File: src/rtl/multi_issue_fetch_queue.sv
// Multi-issue instruction fetch front end.
// Fetches FETCH_WIDTH-wide aligned blocks from a 1-cycle-latency instruction memory,
// buffers them in a circular instruction queue and presents up to ISSUE_WIDTH
// in-order instructions (with PCs) to decode. Redirects flush everything in flight.
module multi_issue_fetch_queue #(
    parameter int unsigned FETCH_WIDTH = 2,
    parameter int unsigned ISSUE_WIDTH = 2,
    parameter int unsigned QUEUE_DEPTH = 8,
    parameter logic [31:0] RESET_PC    = 32'h0
) (
    input  logic                             clk,
    input  logic                             reset,
    output logic                             imem_req,
    output logic [31:0]                      imem_addr,
    input  logic [32*FETCH_WIDTH-1:0]        imem_rdata,
    input  logic                             redirect_valid,
    input  logic [31:0]                      redirect_target,
    input  logic                             stall,
    output logic [32*ISSUE_WIDTH-1:0]        out_instr,
    output logic [32*ISSUE_WIDTH-1:0]        out_pc,
    output logic [ISSUE_WIDTH-1:0]           out_valid,
    output logic [$clog2(QUEUE_DEPTH+1)-1:0] queue_count
);
    localparam int unsigned PTR_W      = $clog2(QUEUE_DEPTH);
    localparam int unsigned CNT_W      = $clog2(QUEUE_DEPTH + 1);
    localparam logic [31:0] BLOCK_MASK = 32'(4 * FETCH_WIDTH - 1);

    logic [31:0]      fetchPc;
    logic [31:0]      inflightPc;
    logic             inflight;
    logic [PTR_W-1:0] headPtr;
    logic [PTR_W-1:0] tailPtr;
    logic [CNT_W-1:0] count;
    logic [31:0]      instrMem [QUEUE_DEPTH];
    logic [31:0]      pcMem    [QUEUE_DEPTH];

    logic [31:0] inflightBase;
    logic [31:0] laneOffset;
    logic [31:0] pushCount;
    logic [31:0] popCount;
    logic [31:0] committed;
    logic        issue;

    // Push/pop amounts and the conservative fetch credit check
    always_comb begin
        inflightBase = inflightPc & ~BLOCK_MASK;
        laneOffset   = (inflightPc >> 2) & 32'(FETCH_WIDTH - 1);
        pushCount    = inflight ? (32'(FETCH_WIDTH) - laneOffset) : '0;
        popCount     = '0;
        if (!stall) begin
            popCount = (32'(count) < 32'(ISSUE_WIDTH)) ? 32'(count) : 32'(ISSUE_WIDTH);
        end
        // An outstanding response is budgeted as a full block even if partly dropped
        committed = 32'(count) + (inflight ? 32'(FETCH_WIDTH) : '0);
        issue     = !redirect_valid && (committed + 32'(FETCH_WIDTH) <= 32'(QUEUE_DEPTH));
    end

    assign imem_req    = issue && !reset;
    assign imem_addr   = fetchPc & ~BLOCK_MASK;
    assign queue_count = count;

    // Present the oldest ISSUE_WIDTH queue entries to decode
    always_comb begin
        out_instr = '0;
        out_pc    = '0;
        out_valid = '0;
        for (int unsigned i = 0; i < ISSUE_WIDTH; i++) begin
            out_instr[32*i +: 32] = instrMem[headPtr + PTR_W'(i)];
            out_pc[32*i +: 32]    = pcMem[headPtr + PTR_W'(i)];
            out_valid[i]          = 32'(count) > i;
        end
    end

    // Fetch PC, in-flight tracking and queue pointers; redirect overrides push and pop
    always_ff @(posedge clk or posedge reset) begin
        if (reset) begin
            fetchPc    <= RESET_PC;
            inflightPc <= RESET_PC;
            inflight   <= 1'b0;
            headPtr    <= '0;
            tailPtr    <= '0;
            count      <= '0;
        end else if (redirect_valid) begin
            fetchPc  <= redirect_target;
            inflight <= 1'b0;
            headPtr  <= '0;
            tailPtr  <= '0;
            count    <= '0;
        end else begin
            assert (32'(count) + pushCount - popCount <= 32'(QUEUE_DEPTH));
            headPtr  <= headPtr + PTR_W'(popCount);
            tailPtr  <= tailPtr + PTR_W'(pushCount);
            count    <= CNT_W'(32'(count) + pushCount - popCount);
            inflight <= issue;
            if (issue) begin
                inflightPc <= fetchPc;
                fetchPc    <= (fetchPc & ~BLOCK_MASK) + 32'(4 * FETCH_WIDTH);
            end
        end
    end

    // Write the response lanes at or above the entry offset into consecutive queue slots
    always_ff @(posedge clk) begin
        if (inflight && !redirect_valid) begin
            for (int unsigned k = 0; k < FETCH_WIDTH; k++) begin
                if (k >= laneOffset) begin
                    instrMem[tailPtr + PTR_W'(k - laneOffset)] <= imem_rdata[32*k +: 32];
                    pcMem[tailPtr + PTR_W'(k - laneOffset)]    <= inflightBase + 32'(4 * k);
                end
            end
        end
    end

endmodule
File: config.mk
export PLATFORM = sky130hd
export DESIGN_NAME = multi_issue_fetch_queue
export DESIGN_NICKNAME = d
export VERILOG_FILES = /design/src/rtl/multi_issue_fetch_queue.sv
export SDC_FILE = /design/constraint.sdc
export NUM_CORES = 1
export LEC_CHECK = 0
export ABC_AREA = 1
export CORE_MARGIN = 2
export CORE_UTILIZATION = 50
export DETAILED_ROUTE_END_ITERATION = 10
export PLACE_DENSITY_LB_ADDON = 0.05
export SYNTH_ARGS = -nofsm -noshare
export SYNTH_HDL_FRONTEND = slang
export SYNTH_SLANG_ARGS = --single-unit
File: constraint.sdc
create_clock -name clk -period 8.4 [get_ports clk]
set_clock_uncertainty 0.15 [all_clocks]
set_input_delay 1.26 -clock clk [delete_from_list [all_inputs] [get_ports clk]]
set_output_delay 1.26 -clock clk [all_outputs]
set_load 0.1 [all_outputs]
**Word-level counts from Yosys, hierarchy flattened**

Memories as Yosys holds them, arrays and structs flattened.
Cells that the tools add are included.

- Flip-flop bits (word level): 75
- Memory bits (writable): 512
- Input port bits: 100
- Output and inout bits: 167
- Memories: 2

- Add/subtract/negate cells: 14
- Order comparisons: 6
- Mux-type cells: 16
- Bitwise logic cells: 1
- Reductions and logical operators: 7

Memory list:

| name | words | bits a word | rd ports | clocked after Yosys merged registers in | write ports | RTL line | text |
|---|---|---|---|---|---|---|---|
| instrMem | 8 | 32 | 2 | 0 | 2 | 34 | `logic [31:0] instrMem [QUEUE_DEPTH];` |
| pcMem | 8 | 32 | 2 | 0 | 2 | 35 | `logic [31:0] pcMem [QUEUE_DEPTH];` |

Operators with widths:

| operator | count |
|---|---|
| two-way mux 32 bit | 2 |
| adder 32 x 3 -> 32 bit (second input constant) | 1 |
| adder 32 x 4 -> 32 bit (second input constant) | 1 |
| two-way mux 4 bit | 4 |
| adder 3 bit | 4 |
| > comparator 4 x 1 -> 1 bit (second input constant) | 2 |
| two-way mux 1 bit | 7 |
| adder 5 x 2 -> 6 bit (second input constant) | 1 |
| less-or-equal comparator 6 x 4 -> 1 bit (second input constant) | 1 |
| two-way mux 3 bit | 2 |
| adder 4 x 2 -> 5 bit | 1 |
| adder 4 bit | 1 |
| less-than comparator 4 x 2 -> 1 bit (second input constant) | 1 |
| subtractor 1 x 1 -> 2 bit (first input constant) | 2 |
| subtractor 4 bit | 1 |
| adder 3 x 1 -> 3 bit (second input constant) | 1 |
| logical AND 1 bit | 3 |
| subtractor 2 x 1 -> 3 bit (first input constant) | 1 |
| greater-or-equal comparator 1 bit (first input constant) | 2 |
| logical NOT 1 bit | 2 |
| two-way mux 2 bit | 1 |
| AND reduction 2 bit | 1 |
| nonzero test 2 bit | 1 |
| NOT 1 bit | 1 |

**Depth between registers and ports, before layout**

Gate-level depths: netlist of run 1.

- Depth in word-level cells: 7
- Depth in mapped cells: 15
- Gate-level depth less buffers: 14

**Worst setup path after synthesis of run 1**

OpenSTA, ideal clock, no wires.

- Path type: register -> output
- Start: reg count[1], in the netlist queue_count[1]
- End: out imem_req
- Data arrival time: 3.962 ns
- Required time: 6.990 ns
- Setup slack: 3.028 ns
- Stages on the path, launching flop included: 15
- Cell sequence: dfrtp_1 inv_1 ha_1 inv_1 ha_1 inv_1 ha_1 nand2_1 inv_1 nand3_1 nand2_1 nand2_1 buf_2 buf_2 nor2_1

- Word-level cells in the longest chain between the ends: 5

Ends and longest elaborated chain:

| item | RTL line | text |
|---|---|---|
| start: declaration | 33 | `logic [CNT_W-1:0] count;` |
| start signal: assignment | 93 | `count <= CNT_W'(32'(count) + pushCount - popCount);` |
| adder 4 x 2 -> 5 bit | 54 | `committed = 32'(count) + (inflight ? 32'(FETCH_WIDTH) : '0);` |
| adder 5 x 2 -> 6 bit | 55 | `issue = !redirect_valid && (committed + 32'(FETCH_WIDTH) <= 32'(QUEUE_DEPTH));` |
| less-or-equal comparator 6 x 4 -> 1 bit | 55 |  |
| logical AND 1 bit | 55 |  |
| logical AND 1 bit | 58 | `assign imem_req = issue && !reset;` |
| end: declaration | 13 | `output logic imem_req,` |

No other way between the ends.

**Final worst setup path of run 1**

- Start: reg headPtr[0]
- End: out out_pc[5]

- Word-level cells in the longest chain between the ends: 1

Ends and longest elaborated chain:

| item | RTL line | text |
|---|---|---|
| start: declaration | 31 | `logic [PTR_W-1:0] headPtr;` |
| start signal: assignment | 91 | `headPtr <= headPtr + PTR_W'(popCount);` |
| memory read (8 x 32 bit) | n/a |  |
| end: declaration | 20 | `output logic [32*ISSUE_WIDTH-1:0] out_pc,` |

No other way between the ends.

==> results of run 1 <==
==> synthesized netlist by cell type, types with 2 or more instances <==
master / count
sky130_fd_sc_hd__o21ai_1: 135
sky130_fd_sc_hd__nand3_1: 102
sky130_fd_sc_hd__clkinv_1: 13
sky130_fd_sc_hd__dfxtp_1: 8
sky130_fd_sc_hd__clkbuf_2: 12
sky130_fd_sc_hd__nand2_1: 645
sky130_fd_sc_hd__conb_1: 2
sky130_fd_sc_hd__xnor2_2: 2
sky130_fd_sc_hd__dfrtp_1: 71
sky130_fd_sc_hd__buf_4: 50
sky130_fd_sc_hd__fa_1: 5
sky130_fd_sc_hd__o211ai_1: 6
sky130_fd_sc_hd__buf_1: 29
sky130_fd_sc_hd__inv_1: 274
sky130_fd_sc_hd__a21oi_1: 261
sky130_fd_sc_hd__buf_6: 26
sky130_fd_sc_hd__edfxtp_1: 488
sky130_fd_sc_hd__xnor2_1: 3
sky130_fd_sc_hd__nand4_1: 18
sky130_fd_sc_hd__nor2_4: 2
sky130_fd_sc_hd__xor2_1: 8
sky130_fd_sc_hd__o21a_1: 63
sky130_fd_sc_hd__nand2_2: 4
sky130_fd_sc_hd__inv_2: 8
sky130_fd_sc_hd__nor3_1: 3
sky130_fd_sc_hd__nor2_1: 604
sky130_fd_sc_hd__buf_2: 113
sky130_fd_sc_hd__ha_1: 14
sky130_fd_sc_hd__o21ai_0: 837
sky130_fd_sc_hd__clkbuf_1: 124
==> critical path: stages (launching register included) <==
cell	delay, ps
sky130_fd_sc_hd__dfrtp_4	860
sky130_fd_sc_hd__buf_4	890
sky130_fd_sc_hd__buf_12	690
sky130_fd_sc_hd__o21ai_0	230
sky130_fd_sc_hd__o21ai_0	280
sky130_fd_sc_hd__nand2_1	110
sky130_fd_sc_hd__nand2_1	110
sky130_fd_sc_hd__clkdlybuf4s50_1	1130
==> sequential cells by signal, summed over array words and instances, names as in the netlist <==
| register | flops |
|---|---|
| instrMem | 256 |
| pcMem | 240 |
| fetchPc | 30 |
| inflightPc | 30 |
| queue_count | 4 |
| headPtr | 3 |
| tailPtr | 3 |
| inflight | 1 |
==> layout by cell type, fill, tap and decap left out, types with 5 or more instances in the layout <==
master / count
sky130_fd_sc_hd__clkdlybuf4s50_1: 257
sky130_fd_sc_hd__clkinv_1: 23
sky130_fd_sc_hd__nand3_1: 102
sky130_fd_sc_hd__edfxtp_1: 488
sky130_fd_sc_hd__buf_4: 31
sky130_fd_sc_hd__dfxtp_1: 8
sky130_fd_sc_hd__o21ai_1: 135
sky130_fd_sc_hd__nor2_1: 604
sky130_fd_sc_hd__fa_1: 5
sky130_fd_sc_hd__clkbuf_1: 23
sky130_fd_sc_hd__clkbuf_16: 60
sky130_fd_sc_hd__o21ai_0: 837
sky130_fd_sc_hd__nand2_2: 9
sky130_fd_sc_hd__clkbuf_8: 9
sky130_fd_sc_hd__o211ai_1: 6
sky130_fd_sc_hd__ha_1: 13
sky130_fd_sc_hd__nand2_1: 632
sky130_fd_sc_hd__xor2_1: 7
sky130_fd_sc_hd__clkinv_2: 6
sky130_fd_sc_hd__o21a_1: 63
sky130_fd_sc_hd__nand2_4: 8
sky130_fd_sc_hd__inv_1: 269
sky130_fd_sc_hd__nand4_1: 18
sky130_fd_sc_hd__conb_1: 8
sky130_fd_sc_hd__inv_2: 11
sky130_fd_sc_hd__a21oi_1: 261
sky130_fd_sc_hd__dfrtp_1: 68
==> how the worst max path moves through the flow <==
| stage | start | endpoint | slack, ps | cells after the start |
|---|---|---|---|---|
| 2_1_floorplan | queue_count[1]$_DFF_PP0_ | imem_req | 3030 | 14 |
| 3_3_place_gp | headPtr[0]$_DFF_PP0_ | out_pc[29] | 2530 | 7 |
| 3_5_place_dp | headPtr[0]$_DFF_PP0_ | out_pc[29] | 2530 | 7 |
| 4_1_cts | headPtr[0]$_DFF_PP0_ | out_pc[29] | 1830 | 7 |
| 5_1_grt | headPtr[0]$_DFF_PP0_ | out_pc[29] | 1430 | 7 |
| 6_report | headPtr[0]$_DFF_PP0_ | out_pc[5] | 1840 | 7 |
==> per-stage QoR <==
step           setup slack, ps  util, %  std cells  hold slack [ps]
4_1_cts                   1830     57.1       4835              301
5_1_grt                   1430     57.1       4835              310
2_1_floorplan             3030        -       3941              269
3_5_place_dp              2530     54.2       4724              287
6_report                  1840     57.1       4835              301
3_3_place_gp              2530     54.2       4724              284
==> area by class of cell <==
cell class	instances	area share (%)
Sequential cell	567	46.0
Clock buffer	92	4.74
Multi-Input combinational cell	2725	35.0
Clock inverter	19	0.343
Timing Repair Buffer	291	7.93
Tap cell	846	2.93
Inverter	295	3.09
==> power by group <==
| part | switching [W] | total (W) | leakage, nW | internal, W |
|---|---|---|---|---|
| sequential | 0.000338 | 0.00397 | 5.22 | 0.00364 |
| clock | 0.00109 | 0.00252 | 0.890 | 0.00142 |
| combinational | 0.00631 | 0.00812 | 7.75 | 0.00180 |
| total | 0.00775 | 0.0146 | 13.9 | 0.00686 |
==> cell families after synthesis <==
kind of cell | after synthesis | synth area share, %
other | 2 | 0.0234
buffers and inverters | 649 | 9.28
AOI/OAI and AO/OA | 1304 | 20.9
xor gates and xnor gates | 13 | 0.402
DFF | 567 | 51.7
and+or+nand+nor | 1381 | 16.8
adders and majority gates | 19 | 0.858
==> routing by layer <==
layer	vias to the layer above	wire length [um]	global-route usage [%]
met5	-	10	0
met4	2	2670	8.98
met3	192	8520	5.15
met2	1075	43900	46.1
met1	12600	39900	38.7
li1	13200	-	-
==> parameters.txt, run 1 <==
Parameter                              Value

Outcome
  Outcome    finished clean

CTS
  # hold bufs at CTS    0
  TritonCTS clock tree    built
  Clock Latency Late Sink    630 ps
  Max Buffers Root-to-Sink    3
  Master cell of the clock root buffer    sky130_fd_sc_hd__clkbuf_16
  CTS clk-pin slew, worst paths    60 ps
  Number of clock sinks seen by CTS    567
  Setup bufs post-CTS    0
  Number of buffers created by CTS    59
  Cells resized by post-CTS repair    0
  Total number of H-tree levels    2

STA
  Upper clock frequency limit    153 MHz
  Clock period minus worst slack    6560 ps
  Accumulated negative setup slack    0 ps
  Final period util    78.1%
  Final setup fails    0
  Slew margin rel.    26.4%
  Max-slew violation count    0
  Setup repair after global routing missed its margin    false
  Actual transition at the worst max-transition pin    1100 ps
  Hold violation total from the final report    0

Routing
  Remaining design rule violation count    0
  Post-route antenna net violation count    0
  Number of detailed-routing iterations run before antenna repair    6
  Routed wire length    95000 um
  Via/cell ratio    5.60
  Average wire length per cell after detail routing    19.7 um
  Number of DRC violations after detailed-routing iteration 0    2583
  Total number of vias    27100

Critical path
  Worst reg2reg path depth    10
  Worst setup path class    reg2out
  Kind of launch point of the worst setup path    register
  CP Data Arrival Time    5150 ps
  Critical path peak fanout    248
  Critical R2R Launch    inflightPc[2]$_DFFE_PP0P_
  Kind of end point of the critical path    output port
  Reg-to-Reg End    pcMem[6][31]$_DFFE_PP_
  Register-to-register setup slack    3960 ps
  Required time worst endpoint    6990 ps

Logic synthesis
  Synth cell types    35
  Share of the yosys chip area belonging to registers    51.7%
  Total of flip-flops plus latches after synthesis    567
  Largest area contributor in the synthesized netlist    sky130_fd_sc_hd__edfxtp_1
  Syn_area_per_cell    8.15 sq um
  Top-area cell type share of the netlist area    45.7%
  Synthesized instance count    3935
  Largest cells by area after synthesis    sky130_fd_sc_hd__edfxtp_1 (46%), sky130_fd_sc_hd__o21ai_0 (13%), sky130_fd_sc_hd__nand2_1 (7.5%)
  Mapped Area    32100 sq um
  Count of warnings emitted by yosys    0
  Number of synthesized flops with an enable pin    488
  Commonest register cell after synthesis    sky130_fd_sc_hd__edfxtp_1
  Ys async rst share    12.5%

Finish
  Seq. cell area    16600 sq um
  Multi-input gate area    12600 sq um
  Filler cell count    5668
  Area growth syn-to-layout    12.6%
  Final Cell Area    36100 sq um
  Share of cells above drive strength 1    3.81%
  Final antenna diode count    0
  Nets@finish    4058

Min path
  Hold EP    pcMem[5][2]$_SDFFE_PP1N_
  Startpoint of the most critical hold path    pcMem[5][2]$_SDFFE_PP1N_
  Worst hold-check path type    reg2reg
  Number of cells traversed by the worst hold path    2

Placement
  Final HPWL DP    52200 um
  Post-detailed-placement cell area    34300 sq um
  Number of port buffers    257
  Final estimated routing congestion in global placement    0.826

Floorplan
  Starting utilization of the core area    50.8%
  Die height    257 um
  Area enclosed by the die boundary    66200 sq um
  Row cnt    92
  Total I/O pin count    267
  Die X    257 um
  Core Region    63200 sq um

Global routing
  Wire length of the first global-routing pass    145000 um
  Largest net degree at the start of global routing    249
  Via count of the first global-routing pass    25300
  Initial antenna violation count    1
  Total routing usage reported by global routing    28.4%
  Global route overflow    0

Pwr
  Total power of the final layout    0.0146 W
  Largest vdd supply drop    521 uV
  Leak Pwr    13.9 nW
  PwrDens    404 nW/um^2

Run
  Count of maximum capacitance violations    0
No activity file was read; power rests on OpenSTA's default activity.
==> run 2, diff against run 1 <==
Clock period 8.4 ns to 5.49 ns, I/O delays scaled along.
==> run 2 against run 1 <==
Compared with the run above: sequential share of layout area decreased by 0.46 points; design area increased by 1.0%; critical path depth unchanged; critical path type unchanged; largest cell class unchanged.
==> parameters.txt, run 2 (same netlist as run 1, synthesis figures left out) <==
Parameter                              Value

CTS
  # hold bufs at CTS    0
  Max Buffers Root-to-Sink    3
  Setup bufs post-CTS    0
  Cells resized by post-CTS repair    0
  Master cell of the clock root buffer    sky130_fd_sc_hd__clkbuf_16
  Number of buffers created by CTS    61
  Clock Latency Late Sink    630 ps
  CTS clk-pin slew, worst paths    60 ps
  Total number of H-tree levels    2
  Number of clock sinks seen by CTS    567
  TritonCTS clock tree    built

Critical path
  Critical path peak fanout    96
  Required time worst endpoint    4520 ps
  Reg-to-Reg End    instrMem[2][8]$_DFFE_PP_
  Kind of launch point of the worst setup path    register
  Critical R2R Launch    inflightPc[2]$_DFFE_PP0P_
  Kind of end point of the critical path    output port
  CP Data Arrival Time    3780 ps
  Worst setup path class    reg2out
  Register-to-register setup slack    1620 ps
  Worst reg2reg path depth    7

Finish
  Number of flip-flops under the largest register name    256
  Leading cell type in the layout, fill and taps excluded    sky130_fd_sc_hd__o21ai_0
  Nets@finish    4072
  Share of cells above drive strength 1    6.99%
  Final standard cell count with taps included and fillers excluded    4851
  Register with the highest flop count    instrMem
  Registers with the highest flip-flop counts    instrMem x256, pcMem x240
  Top library cells by usage in the layout, fill and taps aside    sky130_fd_sc_hd__o21ai_0 (837), sky130_fd_sc_hd__nand2_1 (632), sky130_fd_sc_hd__nor2_1 (604)
  Area growth syn-to-layout    13.7%
  Filler cell count    5588
  Final Cell Area    36500 sq um

Global routing
  Initial antenna violation count    0
  Global route overflow    0
  Wire length of the first global-routing pass    146000 um
  Total routing usage reported by global routing    28.4%
  Largest net degree at the start of global routing    188
  Via count of the first global-routing pass    25200

Placement
  Post-Place Worst Slack    1420 ps
  Final estimated routing congestion in global placement    0.817
  Total placed cells including tap cells    4736
  Post-detailed-placement cell area    34500 sq um
  Number of port buffers    257
  Final HPWL DP    53700 um

Routing
  Remaining design rule violation count    0
  Number of detailed-routing iterations run before antenna repair    6
  Via/cell ratio    5.63
  Post-route antenna net violation count    0
  Total number of vias    27300
  Number of DRC violations after detailed-routing iteration 0    2626
  Routed wire length    95500 um
  Average wire length per cell after detail routing    19.7 um

Floorplan
  Area enclosed by the die boundary    66200 sq um
  Die height    257 um
  Die X    257 um
  Core Region    63200 sq um
  Starting utilization of the core area    50.8%
  Row cnt    92
  Total I/O pin count    267

STA
  Upper clock frequency limit    210 MHz
  Final setup fails    0
  Clock period minus worst slack    4750 ps
  Accumulated negative setup slack    0 ps
  Slew margin rel.    30.9%
  Hold violation total from the final report    0
  Final period util    86.5%
  Actual transition at the worst max-transition pin    1040 ps
  Final worst slack    739 ps
  Hold Slack    300 ps
  Setup repair after global routing missed its margin    false
  Max-slew violation count    0

Pwr
  NetSw    0.0120 W
  PwrDens    629 nW/um^2
  Share of total power in the clock network    18.2%
  P_int    0.0110 W
  Fraction of power consumed by sequential logic    26.5%
  Leak Pwr    14.3 nW
  Net switching share of the total power    52.2%
  Portion of total power attributed to combinational logic    55.3%
  Largest vdd supply drop    799 uV

Run
  Count of maximum capacitance violations    0

Outcome
  Outcome    finished clean

Min path
  Worst hold-check path type    in2async
[run 2: area by class of cell]
| cell class | instances | area (sq um) | share of cell area (%) |
|---|---|---|---|
| Clock buffer | 75 | 1650 | 4.53 |
| Timing Repair Buffer | 303 | 3060 | 8.38 |
| Sequential cell | 567 | 16600 | 45.5 |
| Tap cell | 846 | 1060 | 2.90 |
| Clock inverter | 39 | 354 | 0.971 |
| Inverter | 295 | 1120 | 3.06 |
| Multi-Input combinational cell | 2725 | 12600 | 34.6 |
| Antenna cell | 1 | 2.50 | 0.00686 |
[run 2: worst max-delay path, stage by stage (launching register included)]
cell	delay [ps]
sky130_fd_sc_hd__dfrtp_4	660
sky130_fd_sc_hd__buf_4	690
sky130_fd_sc_hd__buf_4	800
sky130_fd_sc_hd__o21ai_0	190
sky130_fd_sc_hd__o21ai_0	200
sky130_fd_sc_hd__nand2_1	70
sky130_fd_sc_hd__nand2_1	150
sky130_fd_sc_hd__buf_4	310
[run 2: stage by stage]
stage                     total power (W)  util (%)
final                              0.0230      57.7
after global routing               0.0240      57.7
after CTS                          0.0230      57.7
after detailed placement           0.0188      54.5
after global placement             0.0188      54.5
after floorplan                    0.0154         -
[run 2: worst max path at each step]
stage                             startpoint            end  slack (ps)  cells after the start
finish                  headPtr[0]$_DFF_PP0_  out_instr[14]         740                      7
global route            headPtr[0]$_DFF_PP0_  out_instr[32]         460                      8
CTS                     headPtr[0]$_DFF_PP0_  out_instr[32]         740                      8
detailed placement      headPtr[0]$_DFF_PP0_  out_instr[32]        1420                      8
global placement        headPtr[0]$_DFF_PP0_  out_instr[32]        1430                      8
floorplan           queue_count[1]$_DFF_PP0_       imem_req         550                     14
[run 2: power by group through the flow]
| stage | Clock [W] | Sequential, W | Combinational [W] |
|---|---|---|---|
| 2_1_floorplan | 0 | 0.00601 | 0.00942 |
| 3_3_place_gp | 0 | 0.00616 | 0.0126 |
| 3_5_place_dp | 0 | 0.00617 | 0.0127 |
| 4_1_cts | 0.00421 | 0.00608 | 0.0127 |
| 5_1_grt | 0.00437 | 0.00618 | 0.0134 |
| 6_report | 0.00417 | 0.00609 | 0.0127 |
[run 2: routing by layer]
layer / up-vias / track usage (%) / share of wire, % / wire [um]
li1: 13300 / - / - / -
met4: 0 / 8.27 / 2.3 / 2180
met3: 140 / 4.28 / 8.2 / 7820
met2: 1101 / 45.3 / 46 / 43600
met5: - / 0 / 0 / 0
met1: 12800 / 40.2 / 44 / 41900
